[src/rtl/xtl_timebase_pkg.sv]
// Shared constants and width helper for the crystal-clock timebase.
package xtl_timebase_pkg;

    localparam int unsigned DIV_US_DEF    = 16;
    localparam int unsigned US_PER_MS_DEF = 1000;
    localparam int unsigned MS_PER_S_DEF  = 1000;
    localparam int unsigned SEC_W_DEF     = 32;

    // Counter width for a modulo-n count; never narrower than one bit.
    function automatic int unsigned cnt_w(input int unsigned n);
        int unsigned w;
        w = 1;
        if (n > 2) begin
            w = $clog2(n);
        end
        return w;
    endfunction

endpackage

[src/rtl/xtl_mod_cnt.sv]
// Modulo-N counter with clear, hold and increment; registered wrap strobe plus
// a same-cycle wrap condition for cascading into the next stage.
module xtl_mod_cnt
    import xtl_timebase_pkg::*;
#(
    parameter int unsigned N = 4
) (
    input  logic                clk_i,
    input  logic                rst_ni,
    input  logic                clr_i,
    input  logic                hold_i,
    input  logic                inc_i,
    output logic [cnt_w(N)-1:0] cnt_o,
    output logic                wrap_o,
    output logic                wrap_c
);

    localparam int unsigned  W   = cnt_w(N);
    localparam logic [W-1:0] MAX = W'(N - 1);

    logic [W-1:0] cnt_d, cnt_q;
    logic         wrap_d, wrap_q;
    logic         step_c;

    assign step_c = inc_i & ~hold_i & ~clr_i;
    assign wrap_c = step_c & (cnt_q == MAX);

    always_comb begin
        cnt_d  = cnt_q;
        wrap_d = wrap_c;
        if (clr_i) begin
            cnt_d = '0;
        end else if (step_c) begin
            cnt_d = wrap_c ? '0 : cnt_q + W'(1);
        end
    end

    always_ff @(posedge clk_i) begin
        if (!rst_ni) begin
            cnt_q  <= '0;
            wrap_q <= 1'b0;
        end else begin
            cnt_q  <= cnt_d;
            wrap_q <= wrap_d;
        end
    end

    assign cnt_o  = cnt_q;
    assign wrap_o = wrap_q;

endmodule

[src/rtl/xtl_timebase.sv]
// Free-running us/ms/s strobe generator with a CPU-loadable seconds counter.
module xtl_timebase
    import xtl_timebase_pkg::*;
#(
    parameter int unsigned DIV_US    = DIV_US_DEF,
    parameter int unsigned US_PER_MS = US_PER_MS_DEF,
    parameter int unsigned MS_PER_S  = MS_PER_S_DEF,
    parameter int unsigned SEC_W     = SEC_W_DEF
) (
    input  logic                       CLK,
    input  logic                       RESETN,
    input  logic                       EN,
    input  logic                       SEC_LOAD,
    input  logic [SEC_W-1:0]           SEC_LOAD_VAL,
    output logic                       TICK_US,
    output logic                       TICK_MS,
    output logic                       TICK_S,
    output logic [cnt_w(MS_PER_S)-1:0] MS_CNT,
    output logic [SEC_W-1:0]           SEC_CNT,
    output logic                       LOAD_ACK
);

    logic [cnt_w(DIV_US)-1:0]    pre_cnt_unused;
    logic [cnt_w(US_PER_MS)-1:0] us_cnt_unused;
    logic                        pre_wrap_c, us_wrap_c, ms_wrap_c;
    logic [SEC_W-1:0]            sec_d, sec_q;
    logic                        ack_d, ack_q;

    xtl_mod_cnt #(.N(DIV_US)) u_pre (
        .clk_i  (CLK),
        .rst_ni (RESETN),
        .clr_i  (SEC_LOAD),
        .hold_i (~EN),
        .inc_i  (EN),
        .cnt_o  (pre_cnt_unused),
        .wrap_o (TICK_US),
        .wrap_c (pre_wrap_c)
    );

    xtl_mod_cnt #(.N(US_PER_MS)) u_us (
        .clk_i  (CLK),
        .rst_ni (RESETN),
        .clr_i  (SEC_LOAD),
        .hold_i (~EN),
        .inc_i  (pre_wrap_c),
        .cnt_o  (us_cnt_unused),
        .wrap_o (TICK_MS),
        .wrap_c (us_wrap_c)
    );

    xtl_mod_cnt #(.N(MS_PER_S)) u_ms (
        .clk_i  (CLK),
        .rst_ni (RESETN),
        .clr_i  (SEC_LOAD),
        .hold_i (~EN),
        .inc_i  (us_wrap_c),
        .cnt_o  (MS_CNT),
        .wrap_o (TICK_S),
        .wrap_c (ms_wrap_c)
    );

    // A load discards a coincident second increment.
    always_comb begin
        sec_d = sec_q;
        ack_d = 1'b0;
        if (SEC_LOAD) begin
            sec_d = SEC_LOAD_VAL;
            ack_d = 1'b1;
        end else if (ms_wrap_c) begin
            sec_d = sec_q + SEC_W'(1);
        end
    end

    always_ff @(posedge CLK) begin
        if (!RESETN) begin
            sec_q <= '0;
            ack_q <= 1'b0;
        end else begin
            sec_q <= sec_d;
            ack_q <= ack_d;
        end
    end

    assign SEC_CNT  = sec_q;
    assign LOAD_ACK = ack_q;

endmodule
[config.mk]
export PLATFORM = sky130hd
export DESIGN_NAME = xtl_timebase
export DESIGN_NICKNAME = d
export VERILOG_FILES = /design/src/rtl/xtl_timebase_pkg.sv /design/src/rtl/xtl_mod_cnt.sv /design/src/rtl/xtl_timebase.sv
export SDC_FILE = /design/constraint.sdc
export NUM_CORES = 1
export LEC_CHECK = 0
export CAP_MARGIN = 20
export CORE_ASPECT_RATIO = 2
export CORE_MARGIN = 4
export CORE_UTILIZATION = 45
export DETAILED_ROUTE_END_ITERATION = 8
export MAX_ROUTING_LAYER = met4
export PLACE_DENSITY_LB_ADDON = 0.1
export SLEW_MARGIN = 10
export SYNTH_ARGS = -nofsm -noshare
export SYNTH_HDL_FRONTEND = slang
export SYNTH_HIERARCHICAL = 1
export SYNTH_SLANG_ARGS = --single-unit
[constraint.sdc]
create_clock -name CLK -period 8.48 [get_ports CLK]
set_clock_uncertainty 0.05 [all_clocks]
set_input_delay 1.272 -clock CLK [delete_from_list [all_inputs] [get_ports CLK]]
set_output_delay 1.272 -clock CLK [all_outputs]
set_load 0.02 [all_outputs]
==> flow_metrics.env, run 1 <==
export IMPL_status="complete, no violations"
export IMPL_rsz0062_at_grt="no"
export IMPL_leakage_nw=1.51
export IMPL_drt_total_wl_um=9290
export IMPL_overflow=0
export IMPL_final_cell_mix="81 x clkdlybuf4s50_1, 60 x dfxtp_1, 38 x o21ai_0"
export IMPL_critPathArrivalTime_ps=6280
export IMPL_peakVddDrop_uv=130
export IMPL_r2r_start="u_pre/cnt_o[0]"
export IMPL_crit_path_start="EN"
export IMPL_synth_area_um2=3340
export IMPL_num_vias=3340
export IMPL_clk_pin_slew_ps=50
export IMPL_critPathLaunchType="primary input"
export IMPL_ys_flop_type="dfxtp_1"
export IMPL_synth_seq_cells=60
export IMPL_min_path_type="register to register"
export IMPL_criticalPathCategory="primary input to register"
export IMPL_cts_resized_gates=0
export IMPL_timing_rr_end="SEC_CNT[19]"
export IMPL_drcViolationCount=0
export IMPL_cts_tree="done"
export IMPL_place_gp_congestion=0.793
export IMPL_clockRootBuffer="clkbuf_16"
export IMPL_maxSlewViolCount=0
export IMPL_drv_cap=0
export IMPL_vias_per_cell=5.92
export IMPL_dieArea_um2=8960
export IMPL_setup_violations=0
export IMPL_fin_tns_setup_ps=0
export IMPL_antenna_found_initial=0
export IMPL_path_max_fanout=16
export IMPL_drive_gt1_frac=0.106
export IMPL_ff2ff_path_depth=11
export IMPL_cts_buffers_inserted=9
export IMPL_timing_critical_path_to="SEC_CNT[19]"
export IMPL_cts_setup_buffers=0
export IMPL_syn_nets=428
export IMPL_wl_per_cell_um=16.5
export IMPL_diodes=0
export IMPL_layout_commonest_cell="clkdlybuf4s50_1"
export IMPL_final_hold_violation_count=0
export IMPL_p_per_area_nw_per_um2=176
export IMPL_cts_buffer_depth=2
export IMPL_num_io_pins=82
export IMPL_synth_distinct_cells=57
export IMPL_post_dp_hpwl_um=6720
export IMPL_post_route_period_util=0.716
export IMPL_async_reset_ff_frac=0
export IMPL_max_freq_ghz=0.165
export IMPL_clk_latency_ps=330
export IMPL_ant_nets=0
export IMPL_grt_max_degree=49
export IMPL_ys_seq_area_frac=0.359
export IMPL_r2r_slack_ps=3760
export IMPL_worst_pin_slew_ps=806
export IMPL_area_delta_synth_final_pct=36.9
export IMPL_end_kind="register"
export IMPL_die_x_um=69.0
export IMPL_layout_nets=507
export IMPL_core_um2=7270
export IMPL_drt_iter0_drc=168
export IMPL_layout_min_cycle_time_ps=6070
export IMPL_cp_required_ps=8690
export IMPL_grt_pass1_vias=3402
export IMPL_netlist_instances=388
export IMPL_io_buffers=81
export IMPL_utilization=0.630
export IMPL_yosys_warnings=6
export IMPL_start_util=0.460
export IMPL_firstDrtPassIters=5
export IMPL_grt_usage=0.227
export IMPL_grt_pass1_wl_um=15100
export IMPL_synth_edf_count=0
export IMPL_postSynthAreaPerCell_um2=8.62
export IMPL_die_height_um=130
export IMPL_ctsHoldBuffers=0
export IMPL_htreeDepth=3
export IMPL_slew_headroom=0.458
export IMPL_cts_sinks=60
export IMPL_num_rows=44
==> metrics by stage <==
step	setup slack, ps	instance area (um^2)	hold WS, ps	power, mW	cells
floorplan	3510	3340	397	0.356	388
global placement	2350	4240	414	0.404	548
detailed placement	2130	4240	428	0.405	548
CTS	2420	4580	441	0.812	564
global route	1930	4580	475	0.832	564
finish	2410	4580	444	0.805	564
==> layout make-up <==
type                    count  area, um^2
flip-flops and latches     60        1200
clock buffers              11         253
multi-input cells         300        2040
well taps                  92         115
clock inverters             5        83.8
repair buffers             85         841
fillers                   648        2690
inverters                  11        41.3
==> synthesized netlist by cell type (3+ instances only) <==
library cell	n	area share
dfxtp_1	60	0.36
o21ai_0	38	0.057
nand2_1	31	0.035
a21oi_1	20	0.030
nand3_1	18	0.027
nand4_1	17	0.032
clkbuf_1	14	0.016
or3_1	14	0.026
a31oi_1	13	0.024
nand2b_1	12	0.022
inv_1	11	0.012
o31ai_1	10	0.022
or4_1	9	0.020
xor2_1	8	0.021
nor3_1	7	0.010
and2_1	6	0.011
nor4_1	6	0.011
o211a_1	6	0.018
and3_1	5	0.0094
nand4b_1	5	0.013
xnor2_1	5	0.013
and4_1	4	0.010
ha_1	4	0.015
nor2_1	4	0.0045
o31ai_2	4	0.015
or2_2	4	0.0075
a32oi_1	3	0.0079
o211ai_1	3	0.0067
o21a_1	3	0.0067
o311a_1	3	0.0090
or4_4	3	0.010
==> power by group <==
group	internal, mW	total, mW	switching, mW	leakage (nW)
combinational	0.0472	0.0869	0.0397	0.864
sequential	0.293	0.312	0.0188	0.492
clock	0.273	0.407	0.133	0.158
==> flip-flops by register name (all words and copies together), names as in the netlist <==
| name | count |
|---|---|
| LOAD_ACK | 1 |
| SEC_CNT | 32 |
| u_ms/cnt_o | 10 |
| u_ms/wrap_o | 1 |
| u_pre/cnt_o | 4 |
| u_pre/wrap_o | 1 |
| u_us/cnt_o | 10 |
| u_us/wrap_o | 1 |
==> worst min-delay path by stage <==
stage,end,depth (start not counted),slack (ps),startpoint
6_report,u_us/cnt_o[9],2,440,u_us/cnt_o[9]
5_1_grt,u_us/cnt_o[9],2,480,u_us/cnt_o[9]
4_1_cts,u_us/cnt_o[9],2,440,u_us/cnt_o[9]
3_5_place_dp,u_us/cnt_o[9],2,430,u_us/cnt_o[9]
3_3_place_gp,u_us/cnt_o[9],2,410,u_us/cnt_o[9]
2_1_floorplan,u_us/cnt_o[9],2,400,u_us/cnt_o[9]
==> cell families (layout without fill, tap and decap cells) <==
group,Yosys count,in the layout,synth area share
adders and majority gates,4,4,0.0150
xor gates and xnor gates,13,13,0.0341
and+or+nand+nor,167,167,0.315
buffers and inverters,28,112,0.0322
muxes,3,3,0.00936
DFF,60,60,0.359
AOI/OAI and AO/OA,113,113,0.235
==> worst max-delay path: stages <==
cell and delay [ps]:
clkdlybuf4s50_1 520, inv_1 170, and4bb_1 340, and3_4 240, nand4bb_1 310, nor4_1 800, nand4bb_1 450, nor4_2 350
buf_4 260, and3_1 210, nand4_1 460, or4_2 710, a31oi_1 180
==> per-layer routing <==
metal  track usage  vias up  wire (um)
met2         0.408       93       5140
met4         0.111        0        251
met3        0.0457       23        410
met1         0.223     1570       3500
met5             -        -          0
li1              -     1654          -
Power figures use the tool's default switching activity.
==> run 2, diff against run 1 <==
==> constraint.sdc (replaced) <==
create_clock -name CLK -period 6.3 [get_ports CLK]
set_clock_uncertainty 0.05 [all_clocks]
set_input_delay 0.945 -clock CLK [delete_from_list [all_inputs] [get_ports CLK]]
set_output_delay 0.945 -clock CLK [all_outputs]
set_load 0.02 [all_outputs]
==> run 2 against run 1 <==
Effect of this change: combinational power rose by 37%; power rose by 25%; sequential power rose by 35%; critical path type unchanged.
==> flow_metrics.env, run 2 (same netlist as run 1, synthesis figures left out) <==
export IMPL_place_gp_congestion=0.836
export IMPL_dieArea_um2=8960
export IMPL_grt_max_degree=49
export IMPL_die_x_um=69.0
export IMPL_start_util=0.460
export IMPL_status="complete, no violations"
export IMPL_grt_pass1_vias=3390
export IMPL_min_path_type="register to register"
export IMPL_htreeDepth=3
export IMPL_die_height_um=130
export IMPL_clk_latency_ps=330
export IMPL_critPathLaunchType="primary input"
export IMPL_leakage_nw=1.51
export IMPL_post_route_period_util=0.824
export IMPL_layout_min_cycle_time_ps=5190
export IMPL_overflow=0
export IMPL_cp_cell_sequence="clkdlybuf4s50_1 > inv_1 > and4bb_1 > and3_4 > nand4bb_1 > nor4_1 > buf_4 > nand4bb_1 > nor4_2 > buf_4 > and3_1 > nand4_1 > or4_2 > a31oi_1"
export IMPL_slew_headroom=0.535
export IMPL_firstDrtPassIters=4
export IMPL_core_um2=7270
export IMPL_critPathArrivalTime_ps=5400
export IMPL_cp_required_ps=6510
export IMPL_vias_per_cell=5.99
export IMPL_placed_cells=550
export IMPL_ctsHoldBuffers=0
export IMPL_cts_buffers_inserted=9
export IMPL_max_freq_ghz=0.193
export IMPL_whs_ps=428
export IMPL_num_io_pins=82
export IMPL_cts_sinks=60
export IMPL_drcViolationCount=0
export IMPL_cp_slowest_cell="or4_2"
export IMPL_cts_buffer_depth=2
export IMPL_drt_total_wl_um=9310
export IMPL_cp_num_buf_inv=4
export IMPL_layout_commonest_cell="clkdlybuf4s50_1"
export IMPL_clk_pin_slew_ps=50
export IMPL_maxSlewViolCount=0
export IMPL_io_buffers=81
export IMPL_drive_gt1_frac=0.110
export IMPL_largest_reg_flops=32
export IMPL_num_rows=44
export IMPL_criticalPathCategory="primary input to register"
export IMPL_area_delta_synth_final_pct=35.9
export IMPL_rsz0062_at_grt="no"
export IMPL_cts_tree="done"
export IMPL_antenna_found_initial=0
export IMPL_wl_per_cell_um=16.4
export IMPL_cts_resized_gates=0
export IMPL_final_hold_violation_count=0
export IMPL_final_cells=566
export IMPL_ant_nets=0
export IMPL_post_dp_hpwl_um=6820
export IMPL_path_delay_family="simple AND/OR/NAND/NOR gates"
export IMPL_drv_cap=0
export IMPL_setup_violations=0
export IMPL_layout_nets=509
export IMPL_power_total_mw=1.00
export IMPL_peakVddDrop_uv=156
export IMPL_cts_setup_buffers=0
export IMPL_diodes=0
export IMPL_grt_pass1_wl_um=15600
export IMPL_clockRootBuffer="clkbuf_16"
export IMPL_p_per_area_nw_per_um2=221
export IMPL_drt_iter0_drc=192
export IMPL_fin_tns_setup_ps=0
export IMPL_final_cell_mix="81 x clkdlybuf4s50_1, 60 x dfxtp_1, 38 x o21ai_0"
export IMPL_grt_usage=0.233
export IMPL_num_vias=3388
export IMPL_cpPeakStageDelay_ps=710
export IMPL_worst_pin_slew_ps=695
export IMPL_path_max_fanout=16
export IMPL_end_kind="register"
==> run 2: final timing paths <==
path	start	to	slack [ps]	cells past startpoint
setup / recovery	EN	SEC_CNT[17]	1110	14
hold / removal	u_us/cnt_o[9]	u_us/cnt_o[9]	430	2
setup reg to reg	u_pre/cnt_o[0]	SEC_CNT[17]	1980	12
hold reg to reg	u_us/cnt_o[9]	u_us/cnt_o[9]	430	2
==> run 2: worst register-to-register path, cell delays in order (launching register included) <==
cell       delay [ps]
dfxtp_1           390
ha_1              230
and3_4            250
nand4bb_1         300
nor4_1            360
buf_4             180
nand4bb_1         330
nor4_2            340
buf_4             260
and3_1            200
nand4_1           450
or4_2             720
a31oi_1           170
==> run 2: layer usage <==
metal  global-route usage  share of wire  up-vias  wire length (um)
li1                     -              -     1651                 -
met1                0.247           0.38     1625              3510
met2                0.400           0.55       90              5150
met3               0.0568          0.041       22               386
met4               0.0977          0.028        0               262
met5                    -              0        -                 0
==> run 2: final cells by class <==
cell class / count / area (um^2)
sequential: 60 / 1200
multi-input combinational: 300 / 2040
inverter: 11 / 41.3
clock buffer: 12 / 267
timing repair buffer: 87 / 856
clock inverter: 4 / 22.5
tap: 92 / 115
fill: 664 / 2720
==> run 2: power breakdown <==
group / total, mW / internal (mW) / switching (mW)
clock network: 0.465 / 0.296 / 0.169
logic: 0.119 / 0.0639 / 0.0546
registers: 0.420 / 0.395 / 0.0251
total: 1.00 / 0.754 / 0.249
==> run 2: per-stage QoR <==
stage	worst slack (ps)	util	cell area, um^2
global route	676	0.625	4540
floorplan	1650	-	3340
finish	1110	0.625	4540
global placement	936	0.585	4250
detailed placement	778	0.585	4250
CTS	1110	0.625	4540
==> run 3, diff against run 2 <==
==> constraint.sdc (replaced) <==
create_clock -name CLK -period 4.9 [get_ports CLK]
set_clock_uncertainty 0.05 [all_clocks]
set_input_delay 0.735 -clock CLK [delete_from_list [all_inputs] [get_ports CLK]]
set_output_delay 0.735 -clock CLK [all_outputs]
set_load 0.02 [all_outputs]
==> run 3 against run 2 <==
Effect of this change: die area unchanged; combinational power up 29%; core utilization up 0.41 points; count of clock-buffer cells in the layout up 2; final area up 0.66%; clock power up 29%.
==> flow_metrics.env, run 3 (same netlist as run 1, synthesis figures left out) <==
export IMPL_status="complete, no violations"
export IMPL_multi_input_area_um2=2040
export IMPL_fin_tns_setup_ps=0
export IMPL_grt_pass1_vias=3341
export IMPL_drt_iter0_drc=172
export IMPL_ant_nets=0
export IMPL_htreeDepth=3
export IMPL_whs_ps=442
export IMPL_cp_cell_sequence="clkdlybuf4s50_1 > inv_1 > and4bb_1 > and3_4 > nand4bb_1 > nor4_1 > nand4bb_1 > nor4_2 > and4_1 > nand4_1 > or4_1 > a31oi_1"
export IMPL_slew_headroom=0.445
export IMPL_wl_per_cell_um=16.4
export IMPL_setup_violations=0
export IMPL_r2r_slack_ps=1110
export IMPL_placed_cell_area_um2=4280
export IMPL_path_delay_family="simple AND/OR/NAND/NOR gates"
export IMPL_cts_buffer_depth=2
export IMPL_grt_pass1_wl_um=15500
export IMPL_cts_tree="done"
export IMPL_crit_path_start="EN"
export IMPL_final_cells=569
export IMPL_io_buffers=81
export IMPL_leakage_nw=1.53
export IMPL_antenna_found_initial=0
export IMPL_critPathArrivalTime_ps=4670
export IMPL_timing_rr_end="SEC_CNT[28]"
export IMPL_grt_usage=0.231
export IMPL_worst_slack_ps=432
export IMPL_register_area_um2=1200
export IMPL_critPathLaunchType="primary input"
export IMPL_cp_slowest_cell="nor4_2"
export IMPL_overflow=0
export IMPL_num_rows=44
export IMPL_path_max_fanout=7
export IMPL_cts_setup_buffers=0
export IMPL_num_io_pins=82
export IMPL_cts_buffers_inserted=9
export IMPL_final_cell_mix="81 x clkdlybuf4s50_1, 60 x dfxtp_1, 38 x o21ai_0"
export IMPL_drv_cap=0
export IMPL_maxSlewViolCount=0
export IMPL_clk_latency_ps=320
export IMPL_layout_commonest_cell="clkdlybuf4s50_1"
export IMPL_drive_gt1_frac=0.113
export IMPL_r2r_start="u_pre/cnt_o[0]"
export IMPL_peakVddDrop_uv=212
export IMPL_fillCellCount=676
export IMPL_drt_total_wl_um=9310
export IMPL_stdcell_area_um2=4570
export IMPL_clk_pin_slew_ps=50
export IMPL_final_hold_violation_count=0
export IMPL_clockRootBuffer="clkbuf_16"
export IMPL_dp_slack_ps=146
export IMPL_start_util=0.460
export IMPL_die_height_um=130
export IMPL_min_path_type="register to register"
export IMPL_criticalPathCategory="primary input to register"
export IMPL_post_dp_hpwl_um=7000
export IMPL_die_x_um=69.0
export IMPL_timing_critical_path_to="SEC_CNT[28]"
export IMPL_ff2ff_path_depth=10
export IMPL_power_total_mw=1.29
export IMPL_cp_num_buf_inv=2
export IMPL_cts_sinks=60
export IMPL_num_vias=3364
export IMPL_cts_resized_gates=0
export IMPL_drcViolationCount=0
export IMPL_ctsHoldBuffers=0
export IMPL_worst_pin_slew_ps=830
export IMPL_end_kind="register"
export IMPL_max_freq_ghz=0.224
export IMPL_place_gp_congestion=0.828
export IMPL_dieArea_um2=8960
export IMPL_cp_num_cells=12
export IMPL_layout_min_cycle_time_ps=4470
export IMPL_placed_cells=554
export IMPL_post_route_period_util=0.912
export IMPL_diodes=0
export IMPL_grt_max_degree=36
export IMPL_area_delta_synth_final_pct=36.8
export IMPL_cp_required_ps=5100
export IMPL_firstDrtPassIters=4
export IMPL_core_um2=7270
export IMPL_cpPeakStageDelay_ps=630
export IMPL_vias_per_cell=5.91
export IMPL_layout_nets=513
export IMPL_utilization=0.629
export IMPL_p_per_area_nw_per_um2=283
export IMPL_rsz0062_at_grt="no"
export IMPL_cp_common_cell="nand4bb_1"
export IMPL_largest_reg_flops=32
-- run 3: changes by cell type in the layout (fill, tap and decap cells not counted) --
| cell | change |
|---|---|
| buf_4 | +4 |
| clkinv_2 | -2 |
| clkbuf_1 | +1 |
| clkbuf_8 | +1 |
| clkinvlp_4 | -1 |
-- run 3: how the worst min path moves through the flow --
| stage | from | to | slack (ps) | cells past startpoint |
|---|---|---|---|---|
| after floorplan | u_us/cnt_o[9] | u_us/cnt_o[9] | 400 | 2 |
| after global placement | u_us/cnt_o[9] | u_us/cnt_o[9] | 420 | 2 |
| after detailed placement | u_us/cnt_o[9] | u_us/cnt_o[9] | 430 | 2 |
| after CTS | u_us/cnt_o[9] | u_us/cnt_o[9] | 440 | 2 |
| after global routing | u_us/cnt_o[8] | u_us/cnt_o[8] | 470 | 2 |
| final | u_us/cnt_o[9] | u_us/cnt_o[9] | 440 | 2 |
-- run 3: cell type report --
type / instances / share of cell area
Multi-Input combinational cell: 300 / 0.446
Sequential cell: 60 / 0.263
Tap cell: 92 / 0.0252
Clock inverter: 1 / 0.00109
Clock buffer: 14 / 0.0621
Timing Repair Buffer: 91 / 0.194
Inverter: 11 / 0.00903
-- run 3: report_power, final --
part	internal [mW]	switching, mW	total, mW
clock	0.393	0.208	0.601
sequential	0.508	0.0322	0.540
combinational	0.0823	0.0703	0.153
-- run 3: per-layer routing --
metal	global-route usage	up-vias	share of wire
met5	-	-	0
met4	0.0977	0	0.028
met3	0.0439	19	0.040
met2	0.404	91	0.55
met1	0.246	1589	0.38
li1	-	1665	-
-- run 3: worst min-delay path, stage by stage (launching register included) --
cell and delay (ps):
dfxtp_1 320, o31ai_1 60, a21oi_1 60
